==> src/rtl/vlane_mem_port.sv <==
// Per-lane load/store port: turns one-cycle issue requests into a single-outstanding memory request.
// Latency: request -> mem_req_valid +1; best-case load read_done +3, store store_done +2 (all outputs registered).
// Backpressure: port_ready is low outside IDLE; mem_req_valid/addr/we/wdata hold until mem_req_ready.
module vlane_mem_port #(
    parameter int LANES_DATA_WIDTH = 64,
    parameter int ADDR_WIDTH       = 32,
    parameter int TIMEOUT_CYCLES   = 255
) (
    input  logic                        clk,
    input  logic                        rst,
    input  logic                        wait_load_signal,
    input  logic                        store_request,
    input  logic [4:0]                  load_destination,
    input  logic [LANES_DATA_WIDTH-1:0] wrdata,
    input  logic [LANES_DATA_WIDTH-1:0] indexed,
    input  logic [ADDR_WIDTH-1:0]       base_address,
    output logic                        port_ready,
    output logic                        mem_req_valid,
    input  logic                        mem_req_ready,
    output logic                        mem_req_we,
    output logic [ADDR_WIDTH-1:0]       mem_req_addr,
    output logic [LANES_DATA_WIDTH-1:0] mem_req_wdata,
    input  logic                        mem_rsp_valid,
    input  logic [LANES_DATA_WIDTH-1:0] mem_rsp_rdata,
    output logic                        read_done,
    output logic [4:0]                  load_data_destination,
    output logic [LANES_DATA_WIDTH-1:0] data_from_load,
    output logic                        store_done,
    output logic                        timeout_error
);

    // Wide enough to hold TIMEOUT_CYCLES itself so the counter can saturate there.
    localparam int                CNT_W       = $clog2(TIMEOUT_CYCLES + 1);
    localparam logic [CNT_W-1:0]  TIMEOUT_VAL = CNT_W'(TIMEOUT_CYCLES);

    typedef enum logic [1:0] {
        S_IDLE,
        S_ISSUE,
        S_WAIT,
        S_DONE
    } state_t;

    state_t                state;
    logic [4:0]            dest_q;
    logic [CNT_W-1:0]      wait_cnt;
    logic [ADDR_WIDTH-1:0] req_addr;

    // Only the low ADDR_WIDTH bits of the index offset take part; carry-out is dropped.
    assign req_addr = base_address + indexed[ADDR_WIDTH-1:0];

    // Upper index bits never reach the address; fold them into a sink so intent is explicit.
    if (LANES_DATA_WIDTH > ADDR_WIDTH) begin : g_idx_hi
        logic unused_idx_hi;
        assign unused_idx_hi = ^indexed[LANES_DATA_WIDTH-1:ADDR_WIDTH];
    end

    // Port FSM with registered outputs; pulses default low and are raised for one cycle.
    always_ff @(posedge clk) begin
        if (!rst) begin
            state                 <= S_IDLE;
            port_ready            <= 1'b1;
            mem_req_valid         <= 1'b0;
            mem_req_we            <= 1'b0;
            mem_req_addr          <= '0;
            mem_req_wdata         <= '0;
            read_done             <= 1'b0;
            store_done            <= 1'b0;
            timeout_error         <= 1'b0;
            load_data_destination <= '0;
            data_from_load        <= '0;
            dest_q                <= '0;
            wait_cnt              <= '0;
        end else begin
            read_done  <= 1'b0;
            store_done <= 1'b0;
            case (state)
                S_IDLE: begin
                    // Load has priority; a simultaneous store is dropped.
                    if (wait_load_signal) begin
                        state         <= S_ISSUE;
                        port_ready    <= 1'b0;
                        mem_req_valid <= 1'b1;
                        mem_req_we    <= 1'b0;
                        mem_req_addr  <= req_addr;
                        mem_req_wdata <= '0;
                        dest_q        <= load_destination;
                    end else if (store_request) begin
                        state         <= S_ISSUE;
                        port_ready    <= 1'b0;
                        mem_req_valid <= 1'b1;
                        mem_req_we    <= 1'b1;
                        mem_req_addr  <= req_addr;
                        mem_req_wdata <= wrdata;
                        dest_q        <= load_destination;
                    end
                end
                S_ISSUE: begin
                    if (mem_req_ready) begin
                        mem_req_valid <= 1'b0;
                        if (mem_req_we) begin
                            store_done <= 1'b1;
                            port_ready <= 1'b1;
                            state      <= S_IDLE;
                        end else begin
                            wait_cnt <= '0;
                            state    <= S_WAIT;
                        end
                    end
                end
                S_WAIT: begin
                    if (mem_rsp_valid) begin
                        data_from_load        <= mem_rsp_rdata;
                        load_data_destination <= dest_q;
                        read_done             <= 1'b1;
                        state                 <= S_DONE;
                    end else if (wait_cnt != TIMEOUT_VAL) begin
                        // Keep waiting after a timeout; the flag only reports it.
                        wait_cnt <= wait_cnt + 1'b1;
                        if (wait_cnt + 1'b1 == TIMEOUT_VAL) begin
                            timeout_error <= 1'b1;
                        end
                    end
                end
                S_DONE: begin
                    state      <= S_IDLE;
                    port_ready <= 1'b1;
                end
                default: begin
                    state      <= S_IDLE;
                    port_ready <= 1'b1;
                end
            endcase
        end
    end

endmodule

==> config.mk <==
export PLATFORM = sky130hd
export DESIGN_NAME = vlane_mem_port
export DESIGN_NICKNAME = d
export VERILOG_FILES = /design/src/rtl/vlane_mem_port.sv
export SDC_FILE = /design/constraint.sdc
export NUM_CORES = 1
export LEC_CHECK = 0
export BUFFER_PORTS_ARGS = -buffer_cell sky130_fd_sc_hd__buf_2
export CAP_MARGIN = 25
export CORE_AREA = 3 3 155 157
export DETAILED_ROUTE_END_ITERATION = 6
export DIE_AREA = 0 0 158 160
export GPL_TIMING_DRIVEN = 0
export MAX_ROUTING_LAYER = met4
export PLACE_DENSITY = 0.6
export SLEW_MARGIN = 20
export SYNTH_ARGS = -nofsm -noshare
export SYNTH_HDL_FRONTEND = slang
export SYNTH_SLANG_ARGS = --single-unit
==> constraint.sdc <==
create_clock -name clk -period 3.2 [get_ports clk]
set_input_delay 0.64 -clock clk [delete_from_list [all_inputs] [get_ports clk]]
set_output_delay 0.64 -clock clk [all_outputs]
set_load 0.1 [all_outputs]
Word-level counts from Yosys, hierarchy flattened
Index checks and enable logic that the tools add are counted.

word-level totals
  output and inout bits = 171
  word-level logic and storage cells = 71
  flip-flop bits (word level) = 186
  input bits = 235

operators by class
  reductions and logical operators = 14
  equal/unequal tests = 12
  muxes and demuxes = 29
  bitwise operators = 1
  add/sub/neg operators = 2

operator list
  cell                                                 number
  2-to-1 mux 64 bit                                    2
  2-to-1 mux 32 bit                                    2
  adder 32 bit                                         1
  2-to-1 mux 8 bit                                     4
  one-hot mux 8 bit (2 select lines)                   1
  != test 2 bit, second input constant                 6
  2-to-1 mux 1 bit                                     10
  2-to-1 mux 2 bit                                     5
  2-to-1 mux 5 bit                                     2
  AND reduction 3 bit                                  3
  adder 8 x 1 -> 8 bit, second input constant          1
  equality test 8 bit, second input constant           1
  != test 8 bit, second input constant                 1
  one-hot mux 2 bit (4 select lines)                   1
  AND reduction 4 bit                                  2
  AND reduction 2 bit                                  3
  nonzero test 2 bit                                   3
  AND reduction 5 bit                                  1
  equality test 2 bit, second input constant           2
  != test 3 bit, second input constant                 1
  one-hot mux 1 bit (3 select lines)                   1
  nonzero test 3 bit                                   1
  equality test 2 x 1 -> 1 bit, second input constant  1
  logical NOT 2 bit                                    1
  other kinds (2)                                      2

Depth between registers and ports, before layout
Gate-level depths: netlist of the first run.

  depth in word-level cells = 4
  depth in mapped cells = 11
  gate-level depth less buffers = 11

Least setup slack after synthesis of the first run
OpenSTA, ideal clock, no wires.

  path type = input -> register
  start = in indexed[0]
  end = reg mem_req_addr[28]
  buffers on the path = 0
  arrival = 2.539 ns
  path slack = 0.534 ns
  cell stages on the path = 11
  setup time = 0.126 ns
  required time = 3.074 ns
  cells stage by stage = ha_1 fa_1 a21oi_1 o221a_4 a22oi_4 a31oi_2 o31a_1 o21ai_1 o21ai_1 xnor2_1 o21ai_1

on the way
  cells in the longest elaborated chain, start to end = 3

ends and longest elaborated chain
  element               line  text
  from (decl)           15    input logic [LANES_DATA_WIDTH-1:0] indexed,
  adder 32 bit *        49    assign req_addr = base_address + indexed[ADDR_WIDTH-1:0];
  2-to-1 mux 32 bit     87    end else if (store_request) begin
  2-to-1 mux 32 bit *   79    if (wait_load_signal) begin
  to (signal assigned)  84    mem_req_addr <= req_addr;
  to (signal assigned)  92    mem_req_addr <= req_addr;
  to (decl)             21    output logic [ADDR_WIDTH-1:0] mem_req_addr,

Every way passes the cells marked *; elsewhere a longest branch is shown, timed or not. The select of a mux whose other input is x is not followed.
A chain may end at the register's enable or synchronous reset.

Final worst setup path of the first run
  start = in indexed[0]
  end = reg mem_req_addr[30]

The elaborated chain is that of the path after synthesis.

==> results of run 1 <==
## cells by family after synthesis
logic type	count (synthesis)	synth area share, %
xor gates and xnor gates	31	3.38
DFF	186	46.4
and+or+nand+nor	320	16.9
adders and majority gates	34	5.39
AOI/OAI and AO/OA	273	24.4
muxes	1	0.125
buffers and inverters	71	3.35
## where the power goes
group	switching (mW)	internal, mW	leakage (nW)
registers	0.0769	2.45	1.51
logic	1.48	0.443	3.26
clock network	1.07	1.07	0.300
## cells in the final DEF (no fill, tap or decap), types with 3 or more instances in the layout
cell / synthesis / final
a21o_1: 8 / 8
clkinv_4: 0 / 4
inv_1: 17 / 17
nand3_1: 18 / 18
nor2b_1: 7 / 7
xor2_1: 16 / 16
o21ai_0: 37 / 37
clkbuf_1: 47 / 47
buf_1: 5 / 5
clkbuf_16: 0 / 17
nand2_1: 218 / 218
o21ai_1: 10 / 10
and3_1: 3 / 3
and2_1: 18 / 18
xnor2_1: 15 / 15
nor3_1: 8 / 8
o21bai_1: 5 / 5
a22o_1: 62 / 62
nand4_1: 4 / 4
a31oi_1: 7 / 7
inv_8: 0 / 3
nor2_1: 32 / 32
clkinv_8: 0 / 7
a21oi_1: 36 / 36
nand3b_1: 3 / 3
buf_2: 2 / 375
diode_2: 0 / 4
a21boi_0: 86 / 86
dfxtp_1: 186 / 186
ha_1: 33 / 33
## flip-flops by register name (all words and copies together), names as in the netlist, named ones only
name,count
mem_req_wdata,64
mem_req_we,1
port_ready,1
dest_q,5
data_from_load,64
timeout_error,1
mem_req_valid,1
mem_req_addr,32
read_done,1
load_data_destination,5
state,1
store_done,1
wait_cnt,8
## per-stage QoR
step | setup WS, ns | utilization (%) | hold WS [ns]
global route | 0.384 | 48.1 | 0.396
floorplan | 0.534 | - | 0.441
detailed placement | 0.0695 | 45.3 | 0.437
CTS | 0.536 | 48.1 | 0.393
finish | 0.506 | 48.1 | 0.415
global placement | 0.0892 | 45.3 | 0.434
## routing by layer
layer | GRT usage, % | vias to the layer above | share of wire, % | routed length (µm)
met5 | - | - | 0 | 0
met4 | 6.22 | 0 | 1.9 | 512
met3 | 5.47 | 32 | 7.9 | 2150
met2 | 34.0 | 285 | 46 | 12700
met1 | 26.2 | 3521 | 44 | 12000
li1 | - | 3967 | - | -
## worst max path at each step
stage,from,endpoint,cells past startpoint
6_report,indexed[0],mem_req_addr[30],11
2_1_floorplan,indexed[0],mem_req_addr[28],11
5_1_grt,indexed[0],mem_req_addr[26],11
4_1_cts,indexed[0],mem_req_addr[30],11
3_5_place_dp,indexed[0],mem_req_addr[30],11
3_3_place_gp,indexed[0],mem_req_addr[30],11
## final cells by class
cell class | count | area [µm²] | area share [%]
Tap cell | 285 | 357 | 3.27
Multi-Input combinational cell | 659 | 4040 | 37.1
Antenna cell | 4 | 10.0 | 0.0919
Sequential cell | 186 | 3720 | 34.2
Clock inverter | 15 | 199 | 1.83
Clock buffer | 17 | 425 | 3.91
Timing Repair Buffer | 373 | 1870 | 17.1
Inverter | 17 | 63.8 | 0.586
Buffer | 54 | 205 | 1.88
## worst max-delay path, stage by stage
cell and delay [ns]:
buf_2 0.10, ha_1 0.22, fa_1 0.41, a21oi_1 0.25
o221a_4 0.25, a22oi_4 0.10, a31oi_2 0.32, o21bai_1 0.22
a31oi_1 0.21, xor2_1 0.19, o21ai_1 0.07
==> out/summary.txt, run 1 <==
Wirelength per Cell: 17.0 µm
Max Cap Violations: 0
Peak VDD IR: 0.247 mV
Crit Path Max Fanout: 4
Vert. Die Dim: 160 µm
Final slew viol count: 0
Cts hold-fix bufs: 0
Worst-margin pin slew: 0.756 ns
Total Routed Length: 27300 µm
Fin Clk Skew: 0.0221 ns
WP data required: 3.50 ns
Setup Crit Path Kind: input pin to flop
Post-layout instance area: 10900 µm²
GRT Total Usage: 21.2%
# Post-CTS Setup Buffers: 0
TritonCTS buffer count: 17
Setup_tns: 0 ns
I/O Pins: 406
Total power: 6.60 mW
Routed Antenna Nets: 0
Post-synth cell types: 48
Layout Nets: 1577
DR pass1 iterations: 4
Leakage: 5.08 nW
RSZ-0062 raised after global routing: no
IO Port Bufs: 373
Clock Tree Root: clkbuf_16
Die area: 25300 µm²
Max Freq: 0.371 GHz
Setup crit start kind: input pin
EDFF count, synth: 0
DP Wirelength: 22000 µm
Final GP Congestion: 0.910
CTS H-Tree Depth: 4
Largest net degree at the start of global routing: 22
Worst r2r dst: data_from_load[60]
Buffer depth of the longest clock path: 2
FFs w/ async S/R, synth: 0%
Placed insts: 1574
Yosys Warn Count: 0
CP endpoint kind: flop
DIE WIDTH: 158 µm
Finished Layout Cells: 1610
Synth Cell Area: 8030 µm²
Ys flop type: dfxtp_1
DRC: 0
Pwr dens: 606 nW/µm²
CP arrival: 2.99 ns
Dpl cell area: 10300 µm²
Top post-synthesis cells by area: dfxtp_1 (46%), nand2_1 (10%), a21boi_0 (8.0%)
Hold Violations, Final: 0
Min-Delay Endpoint: mem_req_wdata[62]
Avg Inst Size Synth: 8.77 µm²
Yosys top cell by area: dfxtp_1
Reg2Reg Depth: 8
# resized after CTS: 0
Initial DRC count: 430
Row Count: 55
Clk sinks: 186
Top post-synthesis cells by count: nand2_1 (218), dfxtp_1 (186), a21boi_0 (86)
Most common cell in the netlist: nand2_1
Via Count: 7805
Synth-to-layout area growth: 35.6%
Clk slew on worst S/H paths: 0.09 ns
Post-route minimum period: 2.69 ns
FF-to-FF setup slack: 0.84 ns
Total grt overflow: 0
Rel. slew slack: 49.6%
Synth Register Bits: 186
Final Cycle Share: 84.2%
HP Start: wrdata[62]
Layout cells sized above 1: 31.2%
CTS tree: done
Core Box Area: 22600 µm²
Layout filler cell count: 2316
Cells after Synth: 916
Sequential fraction of the synthesis area: 46.4%
Hold Crit Depth: 2
Vias per inst: 4.85
Vias in the first global route: 7309
Share of the synthesized area in the top cell type: 46.4%
Initial cell density of the core: 35.5%
First-pass GRT wire length: 40700 µm
Post-synth net total: 1185
Initial antenna violation count: 4
Run status: completed
Clock Latency Late Sink: 0.43 ns
Hold WC Path Type: input pin to flop
# setup viols final: 0
Note: power is estimated with default switching activity, not from simulation.
==> run 2, diff against run 1 <==
Settings changed: PLACE_DENSITY 0.6 to 0.63.
Clock period 3.2 ns to 2.4 ns, I/O delays scaled along.
==> run 2 against run 1 <==
  * Cell count is essentially flat
  * Sequential power grew 34%
  * Via count grew 0.74%
  * Core utilization grew 0.48 points
  * Global-route usage shrank 0.36 points
  * Die area is the same
  * Power grew 37%
  * Sequential share of layout area shrank 0.33 points
  * Cell area grew 0.99%
  * Highest routed layer unchanged
==> out/summary.txt, run 2 (synthesized netlist as in run 1, its figures left out) <==
Fin Clk Skew: 0.0174 ns (-0.00467 ns)
CTS H-Tree Depth: 4 (unchanged)
Routed Antenna Nets: 0 (unchanged)
Final slew viol count: 0 (unchanged)
Vert. Die Dim: 160 µm (unchanged)
Crit path largest cell delay: 0.37 ns (-0.04 ns)
Sequential Power Share: 37.3% (-1.1 points)
Crit Path Max Fanout: 5 (+1)
Critical Path, Cell by Cell: buf_2, ha_2, a21oi_2, buf_4, o221a_4, a22oi_4, a31oi_4, o21bai_1, a31oi_1, xor2_1, o21ai_1
DRC: 0 (unchanged)
Leakage: 5.12 nW (+0.83%)
Finished Layout Cells: 1611 (+0.062%)
CP endpoint kind: flop
Setup crit start kind: input pin
Routing usage on met2: 34.6% (+0.62 points)
Critical path's slowest cell: ha_2
DIE WIDTH: 158 µm (unchanged)
Pwr dens: 823 nW/µm² (+36%)
Layout filler cell count: 2263 (-2.3%)
CP arrival: 2.62 ns (-0.37 ns)
Post-route minimum period: 2.32 ns
Most Crowded Layer GR: met2
Largest net degree at the start of global routing: 20 (-9.1%)
GR Util met1: 25.3% (-0.93 points)
TritonCTS buffer count: 17 (unchanged)
Setup Crit Path Kind: input pin to flop
Run status: completed
Core Util, Final: 48.6% (+0.48 points)
Row Count: 55 (unchanged)
Vias per inst: 4.88 (+0.68%)
Placed insts: 1574 (unchanged)
Clk sinks: 186 (unchanged)
Synth-to-layout area growth: 36.9%
GRT Total Usage: 20.8% (-0.36 points)
Hold Violations, Final: 0 (unchanged)
First-pass GRT wire length: 40600 µm (-0.29%)
Core Box Area: 22600 µm² (unchanged)
Final Cycle Share: 96.5%
Met3 Track Usage GR: 4.93% (-0.54 points)
DR pass1 iterations: 5 (+1)
Design internal power: 5.59 mW (+41%)
Initial antenna violation count: 3 (-1)
Most common cell after layout, fill and taps aside: buf_2
Initial DRC count: 380 (-12%)
Wirelength per Cell: 16.8 µm (-0.93%)
Setup_tns: 0 ns (unchanged)
Hold WS: 0.260 ns (-0.155 ns)
Total grt overflow: 0 (unchanged)
Layout Nets: 1579 (+0.13%)
DP Wirelength: 21500 µm (-2.6%)
Die area: 25300 µm² (unchanged)
Hold WC Path Type: input pin to flop
Clk pwr share: 34.0% (+1.5 points)
Commonest non-fill, non-tap cells in the layout: buf_2 (375), nand2_1 (218), dfxtp_1 (186)
Register area: 3720 µm² (unchanged)
Vias in the first global route: 7359 (+0.68%)
CTS tree: done
Final GP Congestion: 0.887 (-2.5%)
Gate power share: 28.6% (-0.6 points)
Total Routed Length: 27100 µm (-0.86%)
Cts hold-fix bufs: 0 (unchanged)
# setup viols final: 0 (unchanged)
Clock Latency Late Sink: 0.43 ns (about the same)
Initial cell density of the core: 35.5% (unchanged)
IO Port Bufs: 373 (unchanged)
Multi-input logic area: 4100 µm² (+1.5%)
Max Cap Violations: 0 (unchanged)
Switching share of power: 38.2% (-1.6 points)
Peak VDD IR: 0.531 mV (+120%)
Layout cells sized above 1: 32.5% (+1.3 points)
I/O Pins: 406 (unchanged)
Clk slew on worst S/H paths: 0.08 ns (about the same)
Via Count: 7863 (+0.74%)
Buffer depth of the longest clock path: 2 (unchanged)
Worst-margin pin slew: 0.687 ns (-0.0686 ns)
WP data required: 2.70 ns (-0.80 ns)
Biggest regs: data_from_load: 64 flops, mem_req_wdata: 64 flops, mem_req_addr: 32 flops
Max Freq: 0.432 GHz
Clock Tree Root: clkbuf_16
Rel. slew slack: 54.2% (+4.6 points)
Sw power: 3.46 mW (+32%)
## run 2: power groups by stage
stage	sequential, mW	combinational [mW]	clock (mW)
floorplan	4.69	0.718	0
global placement	3.44	2.56	0
detailed placement	3.44	2.57	0
CTS	3.38	2.58	3.15
global route	3.40	2.74	3.27
finish	3.38	2.59	3.08
## run 2: final timing paths
kind | to | depth (start not counted) | startpoint | slack (ns)
max reg2reg | wait_cnt[2] | 9 | state[0] | 0.22
min | mem_req_wdata[6] | 2 | wrdata[6] | 0.26
min reg2reg | mem_req_addr[30] | 2 | mem_req_addr[30] | 0.45
max | mem_req_addr[30] | 11 | base_address[4] | 0.08
## run 2: per-layer routing
| metal | wire (µm) | share of wire, % |
|---|---|---|
| met3 | 2120 | 7.8 |
| met2 | 12900 | 48 |
| met1 | 11700 | 43 |
| met5 | 0 | 0 |
| met4 | 373 | 1.4 |
## run 2: through the flow
step                      instance area [µm²]  setup slack, ns  total power, mW
after floorplan                          8050           0.0120             5.40
after global placement                  10300           -0.418             6.00
after detailed placement                10300           -0.441             6.02
after CTS                               10900          0.00908             9.10
after global routing                    11000          -0.0181             9.41
final                                   11000           0.0830             9.05
## run 2: layout make-up
| class | instances | area share [%] |
|---|---|---|
| Multi-Input combinational cell | 659 | 37.3 |
| Sequential cell | 186 | 33.9 |
| Timing Repair Buffer | 376 | 17.2 |
| Clock buffer | 17 | 3.87 |
| Tap cell | 285 | 3.24 |
| Clock inverter | 15 | 2.06 |
| Buffer | 53 | 1.87 |
| Inverter | 17 | 0.580 |
| Antenna cell | 3 | 0.0683 |
## run 2: timing repair
item,4_1_cts,5_1_grt
resized for setup,0,16
endpoints found under the setup margin,0,87
setup buffers,0,3
## run 2: critical path, delay by kind of cell
| kind | cells | cell delay [ns] |
|---|---|---|
| AOI/OAI and AO/OA | 7 | 1.35 |
| buffers and inverters | 2 | 0.24 |
| adders and majority gates | 1 | 0.37 |
| xor gates and xnor gates | 1 | 0.17 |
